`src/rtl/fir_pkg.sv`:
```
// rtl/fir_pkg.sv - shared FIR types and default sizing for fir_n and its coefficient loader
package fir_pkg;

    localparam int FIR_DEFAULT_N      = 32;
    localparam int FIR_DEFAULT_DELAYS = 3;

    typedef enum logic [1:0] {
        IDLE = 2'd0,
        LOAD = 2'd1,
        FULL = 2'd2
    } fir_coef_state_t;

endpackage

```
`src/rtl/fir_coef_shadow.sv`:
```
// rtl/fir_coef_shadow.sv - indexed write bank of DELAYS+1 coefficient registers, flattened read-out
module fir_coef_shadow
    import fir_pkg::*;
#(
    parameter int DELAYS = FIR_DEFAULT_DELAYS,
    parameter int N      = FIR_DEFAULT_N
) (
    input  logic                          clk,
    input  logic                          rst,
    input  logic                          we,
    input  logic [$clog2(DELAYS+1)-1:0]   widx,
    input  logic [N-1:0]                  wdata,
    output logic [(DELAYS+1)*N-1:0]       bank_flat
);

    localparam int IW = $clog2(DELAYS + 1);

    logic [N-1:0] bank_q [DELAYS+1];
    logic [N-1:0] bank_d [DELAYS+1];

    always_comb begin
        bank_d = bank_q;
        for (int k = 0; k <= DELAYS; k++) begin
            if (we && widx == IW'(k)) begin
                bank_d[k] = wdata;
            end
        end
    end

    always_ff @(posedge clk or posedge rst) begin
        if (rst) begin
            bank_q <= '{default: '0};
        end else begin
            bank_q <= bank_d;
        end
    end

    for (genvar k = 0; k <= DELAYS; k++) begin : g_flat
        assign bank_flat[k*N +: N] = bank_q[k];
    end

endmodule

```
`src/rtl/fir_coef_loader.sv`:
```
// rtl/fir_coef_loader.sv - loads FIR taps into a shadow bank and swaps the full set onto the live bus.
// FIR_COEF_AUTO_COMMIT_EN: publish automatically on the last tap instead of waiting for commit.
module fir_coef_loader
    import fir_pkg::*;
#(
    parameter int DELAYS = FIR_DEFAULT_DELAYS,
    parameter int N      = FIR_DEFAULT_N
) (
    input  logic                      clk,
    input  logic                      rst,
    input  logic [N-1:0]              coef_in,
    input  logic                      coef_valid,
    output logic                      coef_ready,
    input  logic                      commit,
    input  logic                      abort,
    output logic [(DELAYS+1)*N-1:0]   b_out,
    output logic                      b_update,
    output logic                      commit_err
);

    localparam int IW = $clog2(DELAYS + 1);
    localparam logic [IW-1:0] LAST_IDX = IW'(DELAYS);

    fir_coef_state_t             state_q, state_d;
    logic [IW-1:0]               idx_q, idx_d;
    logic [(DELAYS+1)*N-1:0]     b_out_q, b_out_d;
    logic                        b_update_q, b_update_d;
    logic                        commit_err_q, commit_err_d;
    logic [(DELAYS+1)*N-1:0]     shadow_bus;
    logic                        shadow_we;
    logic                        transfer;

    // Ready comes from registered state only, never from coef_valid.
    assign coef_ready = (state_q != FULL);
    assign transfer   = coef_valid && coef_ready;

    always_comb begin
        state_d      = state_q;
        idx_d        = idx_q;
        b_out_d      = b_out_q;
        b_update_d   = 1'b0;
        commit_err_d = 1'b0;
        shadow_we    = 1'b0;

        if (abort) begin
            state_d = IDLE;
            idx_d   = '0;
        end else begin
            if (transfer) begin
                shadow_we = 1'b1;
                idx_d     = idx_q + 1'b1;
                if (idx_q == LAST_IDX) begin
`ifdef FIR_COEF_AUTO_COMMIT_EN
                    b_out_d              = shadow_bus;
                    b_out_d[DELAYS*N +: N] = coef_in;
                    b_update_d           = 1'b1;
                    state_d              = IDLE;
                    idx_d                = '0;
`else
                    state_d = FULL;
`endif
                end else begin
                    state_d = LOAD;
                end
            end

            if (state_q == FULL && commit) begin
                b_out_d    = shadow_bus;
                b_update_d = 1'b1;
                state_d    = IDLE;
                idx_d      = '0;
            end
`ifndef FIR_COEF_AUTO_COMMIT_EN
            if (state_q != FULL && commit) begin
                commit_err_d = 1'b1;
            end
`endif
        end
    end

    always_ff @(posedge clk or posedge rst) begin
        if (rst) begin
            state_q      <= IDLE;
            idx_q        <= '0;
            b_out_q      <= '0;
            b_update_q   <= 1'b0;
            commit_err_q <= 1'b0;
        end else begin
            state_q      <= state_d;
            idx_q        <= idx_d;
            b_out_q      <= b_out_d;
            b_update_q   <= b_update_d;
            commit_err_q <= commit_err_d;
        end
    end

    fir_coef_shadow #(
        .DELAYS (DELAYS),
        .N      (N)
    ) u_shadow (
        .clk       (clk),
        .rst       (rst),
        .we        (shadow_we),
        .widx      (idx_q),
        .wdata     (coef_in),
        .bank_flat (shadow_bus)
    );

    assign b_out      = b_out_q;
    assign b_update   = b_update_q;
    assign commit_err = commit_err_q;

endmodule

```
`config.mk`:
```
export PLATFORM = sky130hd
export DESIGN_NAME = fir_coef_loader
export DESIGN_NICKNAME = d
export VERILOG_FILES = /design/src/rtl/fir_pkg.sv /design/src/rtl/fir_coef_shadow.sv /design/src/rtl/fir_coef_loader.sv
export SDC_FILE = /design/constraint.sdc
export NUM_CORES = 1
export LEC_CHECK = 0
export BUFFER_PORTS_ARGS = -buffer_cell sky130_fd_sc_hd__buf_2
export CELL_PAD_IN_SITES_DETAIL_PLACEMENT = 1
export CELL_PAD_IN_SITES_GLOBAL_PLACEMENT = 1
export CORE_MARGIN = 5
export CORE_UTILIZATION = 51
export CTS_CLUSTER_SIZE = 16
export DETAILED_ROUTE_END_ITERATION = 10
export GPL_TIMING_DRIVEN = 1
export PLACE_DENSITY_LB_ADDON = 0.1
export REMOVE_ABC_BUFFERS = 1
export SLEW_MARGIN = 10
export SYNTH_ARGS = -nofsm -noshare
export SYNTH_HDL_FRONTEND = slang
export SYNTH_HIERARCHICAL = 1
export SYNTH_SLANG_ARGS = --single-unit
export TNS_END_PERCENT = 10
```
`constraint.sdc`:
```
create_clock -name clk -period 10.42 [get_ports clk]
set_input_delay 2.084 -clock clk [delete_from_list [all_inputs] [get_ports clk]]
set_output_delay 2.084 -clock clk [all_outputs]
set_load 0.03 [all_outputs]
```
After elaboration in Yosys (flattened, before gate mapping) --
Index checks and enable logic that the tools add are counted.
Storage, ports and cells: bits in registers 262, output and inout port bits 131
Operators by class: equal/unequal tests 5, bitwise operators 1, reductions and logical operators 10, $add $sub $neg 1, mux-type cells 13
Operator list (number):
- 2-to-1 mux 2 bit | 7
- logical AND 1 bit | 7
- equality test 2 bit (second input constant) | 3
- 2-to-1 mux 1 bit | 6
- nonzero test 3 bit | 1
- adder 2 x 1 -> 2 bit (second input constant) | 1
- equality test 2 x 1 -> 1 bit (second input constant) | 1
- zero test 2 bit | 1
- != test 2 bit (second input constant) | 1
- AND reduction 2 bit | 1
- NOT 1 bit | 1

Longest topological paths before layout --
Gate-level depths: netlist of run 1.
depth in word-level cells 5, gate-level depth with buffers 6, gate-level depth less buffers 4

By module --
Netlist of run 1, hierarchy kept.
By module, submodules not included:
- fir_coef_loader | cells each 297, area each 5582.9 um^2, instances 1
- fir_coef_shadow | cells each 273, area each 4748.3 um^2, instances 1

Least setup slack after synthesis of run 1 --
Ideal clock, no wire load.
path kind input-to-reg, start point in abort, end point reg u_shadow.bank_q (netlist bit u_shadow/bank_flat[20]), setup time 0.125 ns, arrival 3.281 ns, required time 10.295 ns, stages 4, setup slack 7.014 ns, path through nor3b_1 nor3b_2 buf_4 mux2_2
On the way: longest elaborated chain between the ends 2
RTL lines:
- from (decl) | line fir_coef_loader.sv:15 | input logic abort,
- 2-to-1 mux 1 bit | line fir_coef_loader.sv:45 | if (abort) begin
- logical AND 1 bit | line fir_coef_shadow.sv:24 | if (we && widx == IW'(k)) begin
- to (signal assigned) | line fir_coef_shadow.sv:34 | bank_q <= bank_d;
- to (decl) | line fir_coef_shadow.sv:18 | logic [N-1:0] bank_q [DELAYS+1];
No other way between the ends. A chain may end at the register's enable or synchronous reset.

Final worst setup path of run 1 --
start point in abort, end point reg b_out_q[45] (netlist: b_out[45])
On the way: longest elaborated chain between the ends 2
RTL lines:
- NOT 1 bit (no line)
- AND reduction 2 bit (no line)
- to (signal assigned) | line fir_coef_loader.sv:91 | b_out_q <= b_out_d;
- to (decl) | line fir_coef_loader.sv:26 | logic [(DELAYS+1)*N-1:0] b_out_q, b_out_d;
No other way between the ends.

==> impl_table.tex, run 1 <==
\begin{tabular}{lr}
\hline
Metric & Value \\
\hline
\multicolumn{2}{l}{\textbf{Run status}} \\
Result of the run & completed \\
\multicolumn{2}{l}{\textbf{Clock tree}} \\
CTS tree & built \\
Number of instances resized during post-cts repair & 0 \\
Clock transition at the registers of the reported paths & 60 ps \\
Clock insertion delay at the later pin of the skew report & approximately 530 ps \\
Post-CTS Repair Setup Buffers & 0 \\
TritonCTS Sinks & around 260 \\
Maximum clock path buffer count & 3 \\
Root cell of the clock tree & sky130\_fd\_sc\_hd\_\_clkbuf\_16 \\
H-tree lvl count & 1 \\
Clock buffer count from CTS & 28 \\
Number of buffers added to fix hold violations after cts & 0 \\
\multicolumn{2}{l}{\textbf{Worst setup path}} \\
Kind of cell with the highest combined delay on the critical path & buffers and inverters \\
CP startpoint & abort \\
Slowest Stage Delay on Critical Path & 960 ps \\
Data required time of the critical path & 10820 ps \\
Cell with the biggest individual delay on the critical path & sky130\_fd\_sc\_hd\_\_buf\_4 \\
Critical setup path kind & primary input to flop \\
Crit path launch type & primary input \\
Worst setup EP type & flop \\
Worst path buffer plus inverter count & 2 \\
Crit path cell chain & buf\_2 -> nor3b\_4 -> buf\_4 -> mux2\_1 \\
Worst flop-to-flop path startpoint & state\_q[0] \\
Worst EP arrival & between 4000 and 5000 ps \\
Largest fanout on the critical path & between 60 and 70 \\
\multicolumn{2}{l}{\textbf{Finish}} \\
Area Overhead vs Synth & 18.9\% \\
Number of nets in the final layout & approximately 790 \\
Share of cells above drive strength 1 & 0.623 \\
Ant diodes & 0 \\
\multicolumn{2}{l}{\textbf{Placement}} \\
Worst setup slack before clock tree synthesis & about 5700 ps \\
Port buffer count & 167 \\
Post-detail-place hpwl & between 10000 and 15000 um \\
Final RePlAce weighted congestion & 0.791 \\
\multicolumn{2}{l}{\textbf{STA}} \\
Worst Skew & 15.2 ps \\
Max Transition Viols Final & 0 \\
Smallest hold slack & between 400 and 500 ps \\
Final number of hold-violating endpoints & 0 \\
Relative slew slack & 0.275 \\
RSZ-0062 raised after global routing & no \\
Fmax & roughly 240 MHz \\
Final period util & 0.401 \\
Total setup violations reported at the end of the flow & 0 \\
Total negative slack & 0 ps \\
Slew at the pin with the worst max-slew slack & about 1100 ps \\
Final critical delay including setup and external delays & about 4200 ps \\
Worst setup margin & between 6000 and 7000 ps \\
\multicolumn{2}{l}{\textbf{Floorplanning}} \\
I/O Pins & 168 \\
Std-Cell Core Area & around 20000 sq um \\
Placement Rows & 52 \\
Die extent in x & about 150 um \\
Vertical die dimension & 152 um \\
Die area & roughly 23000 sq um \\
Initial standard-cell utilization of the core & 0.514 \\
\multicolumn{2}{l}{\textbf{Run}} \\
Max cap viols & 0 \\
\multicolumn{2}{l}{\textbf{Synthesis}} \\
Cell taking the most area after synthesis & sky130\_fd\_sc\_hd\_\_dfrtp\_1 \\
Area fraction of the dominant cell type after synthesis & 0.635 \\
Cell types with the largest area share after synthesis & sky130\_fd\_sc\_hd\_\_dfrtp\_1 63\%, sky130\_fd\_sc\_hd\_\_mux2\_2 16\%, sky130\_fd\_sc\_hd\_\_mux2\_4 15\% \\
Number of different library cells in the post-synthesis netlist & 23 \\
Synthesis warning total & 6 \\
Synthesized cell area & around 10000 sq um \\
Synth Flop Type & sky130\_fd\_sc\_hd\_\_dfrtp\_1 \\
List of most frequent post-synthesis cells & 262 x sky130\_fd\_sc\_hd\_\_dfrtp\_1, 151 x sky130\_fd\_sc\_hd\_\_mux2\_2, 100 x sky130\_fd\_sc\_hd\_\_mux2\_4 \\
Gate count of the mapped netlist & 570 \\
Post-synthesis async set-or-reset flop share & 1.00 \\
Number of synthesized register bits & roughly 260 \\
Leading cell type by number of instances after synthesis & sky130\_fd\_sc\_hd\_\_dfrtp\_1 \\
Sequential element share of the synthesized area & 0.635 \\
Syn\_area\_per\_cell & around 18 sq um \\
Count of flip-flops with a built-in enable after synthesis & 0 \\
\multicolumn{2}{l}{\textbf{Global routing}} \\
Vias in the first global route & between 6k and 7k \\
Initial antenna violation count & 1 \\
Pin count of the biggest net entering global routing & around 80 \\
Total routing usage reported by global routing & 0.201 \\
First-pass GRT wire length & approximately 38000 um \\
Leftover overflow at the end of global routing & 0 \\
\multicolumn{2}{l}{\textbf{Drt}} \\
Routed length on met2 & between 10000 and 15000 um \\
Met1 routed wirelength after detailed routing & slightly below 10000 um \\
DR WL met3 & about 1200 um \\
Top layer used by detailed routing & met5 \\
Ratio of routed vias to standard cells & about 5.2 \\
Final Routed Wirelength & $\sim$23000 um \\
Initial DRC Count & about 180 \\
Remaining design rule violation count & 0 \\
Routed length per instance & around 22 um \\
Total via count after detailed routing & around 5.4k \\
Number of antenna-violating nets in the routed design & 0 \\
Number of iterations in the first detailed-routing pass & 4 \\
\multicolumn{2}{l}{\textbf{Min path}} \\
Class of the tightest hold or removal check & flop to flop \\
Startpoint of the lowest-slack hold path & u\_shadow/bank\_flat[29] \\
\multicolumn{2}{l}{\textbf{Power and ir drop}} \\
Static leakage & $\sim$6.3 nW \\
Peak VDD IR & around 120 uV \\
PD cells & approximately 210 nW/um\^{}2 \\
Overall power consumption & 0.00258 W \\
\hline
\end{tabular}
## cells in the final DEF (no fill, tap or decap), drive strengths merged
| cell | n |
|---|---|
| bufinv | 5 |
| a31oi | 1 |
| and3b | 1 |
| nand3b | 6 |
| clkbuf | 40 |
| nand2 | 1 |
| a2111oi | 1 |
| nor2b | 1 |
| a21oi | 3 |
| dfrtp | 262 |
| clkinvlp | 1 |
| a211oi | 1 |
| nand3 | 1 |
| clkinv | 6 |
| nor3b | 4 |
| inv | 4 |
| mux2 | 257 |
| buf | 175 |
| ha | 1 |
## final timing paths
kind	end	slack, ps	cells past startpoint
worst max-delay path	b_out[45]	6240	4
worst min register to register	b_out[29]	500	1
min in group asynchronous	u_shadow/bank_flat[51]	1660	2
worst max register to register	b_out[45]	7270	5
worst min-delay path	b_out[29]	500	1
max in group asynchronous	b_out[94]	7400	3
## cell type report
class	instances	area [sq um]
fill	1870	7820
sequential	262	6560
multi-input combinational	278	3450
timing repair buffer	175	896
clock buffer	40	827
tap	270	338
clock inverter	12	191
inverter	4	25.0
## report_power, final
group	switching, W	internal (W)
sequential	0.0000812	0.00116
clock	0.000403	0.000674
combinational	0.000121	0.000136
## routing by layer
metal  vias to the layer above  global-route usage
met1                      2860               0.266
met3                        32              0.0403
met2                       137               0.346
li1                       2381                   -
met5                         -                   0
met4                         2              0.0432
## stage by stage
stage | std cells | utilization | cell area, sq um
2_1_floorplan | 544 | - | 10000
3_3_place_gp | 989 | 0.560 | 11300
3_5_place_dp | 989 | 0.560 | 11300
4_1_cts | 1041 | 0.611 | 12300
5_1_grt | 1041 | 0.611 | 12300
6_report | 1041 | 0.611 | 12300
## sequential cells by signal, summed over array words and instances (netlist names)
signal,cells
b_update,1
state_q,2
idx_q,2
u_shadow/bank_flat,128
b_out,128
commit_err,1
## cell families (layout without fill, tap and decap cells)
family,count (synthesis),after routing,synth area share
fa+ha+maj,1,1,0.00121
buf+inv,30,231,0.0322
compound gates,6,6,0.00363
mux,257,257,0.316
simple gates,14,14,0.0119
flops,262,262,0.635
Power figures use the tool's default switching activity.
==> inputs of run 2 (changes only) <==
--- a/config.mk
+++ b/config.mk
@@ -9,7 +9,7 @@
 export CELL_PAD_IN_SITES_DETAIL_PLACEMENT = 1
 export CELL_PAD_IN_SITES_GLOBAL_PLACEMENT = 1
 export CORE_MARGIN = 5
-export CORE_UTILIZATION = 51
+export CORE_UTILIZATION = 48
 export CTS_CLUSTER_SIZE = 16
 export DETAILED_ROUTE_END_ITERATION = 10
 export GPL_TIMING_DRIVEN = 1
==> constraint.sdc (replaced) <==
create_clock -name clk -period 4 [get_ports clk]
set_input_delay 0.8 -clock clk [delete_from_list [all_inputs] [get_ports clk]]
set_output_delay 0.8 -clock clk [all_outputs]
set_load 0.03 [all_outputs]
==> impl_table.tex, run 2 (synthesized netlist as in run 1, its figures left out) <==
\begin{tabular}{lr}
\hline
Metric & Value \\
\hline
\multicolumn{2}{l}{\textbf{STA}} \\
Smallest hold slack & 408 ps \\
Final number of hold-violating endpoints & 0 \\
Slew at the pin with the worst max-slew slack & 968 ps \\
Relative slew slack & 0.354 \\
Max Transition Viols Final & 0 \\
Final critical delay including setup and external delays & approximately 2400 ps \\
Total setup violations reported at the end of the flow & 0 \\
Final period util & 0.608 \\
Worst Skew & around 21 ps \\
Worst setup margin & 1570 ps \\
RSZ-0062 raised after global routing & no \\
Fmax & between 400 and 500 MHz \\
\multicolumn{2}{l}{\textbf{Floorplanning}} \\
Die area & 24600 sq um \\
I/O Pins & 168 \\
Die extent in x & 157 um \\
Std-Cell Core Area & between 20000 and 25000 sq um \\
Initial standard-cell utilization of the core & 0.490 \\
Vertical die dimension & between 150 and 200 um \\
Placement Rows & 53 \\
\multicolumn{2}{l}{\textbf{Worst setup path}} \\
Worst EP arrival & 2850 ps \\
Largest fanout on the critical path & 13 \\
Crit path cell chain & nor2b\_4 -> inv\_2 -> nor3b\_4 -> buf\_4 -> mux2\_2 \\
Internal reg-to-reg setup slack & approximately 1600 ps \\
Worst flop-to-flop path startpoint & state\_q[0] \\
Data required time of the critical path & 4420 ps \\
Slowest Stage Delay on Critical Path & around 800 ps \\
R2R Path End & b\_out[39] \\
Cell with the biggest individual delay on the critical path & sky130\_fd\_sc\_hd\_\_nor3b\_4 \\
Crit path launch type & flop \\
Critical setup path kind & flop to flop \\
Worst r2r path cells & 5 \\
Worst setup EP type & flop \\
\multicolumn{2}{l}{\textbf{Global routing}} \\
Leftover overflow at the end of global routing & 0 \\
First-pass GRT wire length & $\sim$36000 um \\
Pin count of the biggest net entering global routing & slightly below 80 \\
Vias in the first global route & between 6k and 7k \\
Initial antenna violation count & 0 \\
Total routing usage reported by global routing & 0.187 \\
\multicolumn{2}{l}{\textbf{Placement}} \\
Post-detail-place hpwl & $\sim$15000 um \\
Worst setup slack before clock tree synthesis & 1170 ps \\
Number of placed instances, taps included & around 1k \\
Final RePlAce weighted congestion & $\sim$0.73 \\
Port buffer count & around 170 \\
\multicolumn{2}{l}{\textbf{Run}} \\
Max cap viols & 0 \\
\multicolumn{2}{l}{\textbf{Drt}} \\
Routed length per instance & 21.6 um \\
Final Routed Wirelength & around 23000 um \\
Initial DRC Count & $\sim$160 \\
Number of antenna-violating nets in the routed design & 0 \\
Number of iterations in the first detailed-routing pass & 4 \\
Total via count after detailed routing & approximately 5.4k \\
Ratio of routed vias to standard cells & 5.17 \\
Remaining design rule violation count & 0 \\
\multicolumn{2}{l}{\textbf{Finish}} \\
Non-filler instance count after layout & approximately 1.1k \\
Area occupied by registers & roughly 6600 sq um \\
Layout fillers & just under 2k \\
Ant diodes & 0 \\
Multi-input gate area & around 3500 sq um \\
Commonest non-fill, non-tap cells in the layout & 262 x sky130\_fd\_sc\_hd\_\_dfrtp\_1, 167 x sky130\_fd\_sc\_hd\_\_buf\_2, 151 x sky130\_fd\_sc\_hd\_\_mux2\_2 \\
Area Overhead vs Synth & 20.0\% \\
Most common cell after layout, fill and taps aside & sky130\_fd\_sc\_hd\_\_dfrtp\_1 \\
Number of nets in the final layout & $\sim$800 \\
Share of cells above drive strength 1 & 0.628 \\
\multicolumn{2}{l}{\textbf{Clock tree}} \\
Post-CTS Repair Setup Buffers & 0 \\
Maximum clock path buffer count & 3 \\
H-tree lvl count & 1 \\
Number of instances resized during post-cts repair & 0 \\
TritonCTS Sinks & between 200 and 300 \\
Clock insertion delay at the later pin of the skew report & between 500 and 600 ps \\
Clock buffer count from CTS & 28 \\
Clock transition at the registers of the reported paths & $\sim$60 ps \\
CTS tree & built \\
Root cell of the clock tree & sky130\_fd\_sc\_hd\_\_clkbuf\_16 \\
Number of buffers added to fix hold violations after cts & 0 \\
\multicolumn{2}{l}{\textbf{Power and ir drop}} \\
Static leakage & 6.38 nW \\
PD cells & about 530 nW/um\^{}2 \\
Overall power consumption & between 0.006 and 0.007 W \\
Peak VDD IR & approximately 300 uV \\
\multicolumn{2}{l}{\textbf{Run status}} \\
Result of the run & completed \\
\multicolumn{2}{l}{\textbf{Min path}} \\
Class of the tightest hold or removal check & primary input to asynchronous set/reset pin \\
\hline
\end{tabular}
-- run 2: per-layer routing --
| metal | GRT usage | routed length [um] | vias up |
|---|---|---|---|
| li1 | - | - | 2401 |
| met1 | 0.244 | 9670 | 2899 |
| met2 | 0.326 | 11500 | 116 |
| met3 | 0.0382 | 1120 | 33 |
| met4 | 0.0384 | 429 | 0 |
| met5 | 0 | 0 | - |
-- run 2: cell type report --
type / count / share of cell area
flip-flops and latches: 262 / 0.529
repair buffers: 185 / 0.0824
well taps: 275 / 0.0278
multi-input cells: 278 / 0.279
clock inverters: 9 / 0.0117
clock buffers: 41 / 0.0686
inverters: 4 / 0.00202
-- run 2: critical path: cells and delay by family (launching register included) --
| family | cells | cell delay (ps) |
|---|---|---|
| multiplexers | 1 | 380 |
| buffers and inverters | 2 | 520 |
| flip-flops | 1 | 420 |
| AND/OR/NAND/NOR | 2 | 990 |
-- run 2: where the power goes --
| part | switching [W] | internal (W) | total [W] |
|---|---|---|---|
| Combinational | 0.000312 | 0.000357 | 0.000669 |
| Sequential | 0.000205 | 0.00302 | 0.00323 |
| Clock | 0.00101 | 0.00172 | 0.00272 |
| Total | 0.00152 | 0.00510 | 0.00662 |
-- run 2: metrics by stage --
stage	area, sq um	TNS, ps	utilization
floorplan	10000	-353480	-
global placement	11400	0	0.541
detailed placement	11400	0	0.541
global route	12400	0	0.588
finish	12400	0	0.588
CTS	12400	0	0.588
-- run 2: worst max-delay path by stage --
stage                    start                       to  slack (ps)  cells after the start
floorplan               commit                b_out[19]       -2200                      2
global route        state_q[1]  u_shadow/bank_flat[122]        1420                      5
detailed placement  coef_valid  u_shadow/bank_flat[105]        1170                      5
CTS                 state_q[0]                b_out[39]        1550                      5
finish              state_q[0]                b_out[39]        1570                      5
global placement         abort  u_shadow/bank_flat[107]        1260                      5
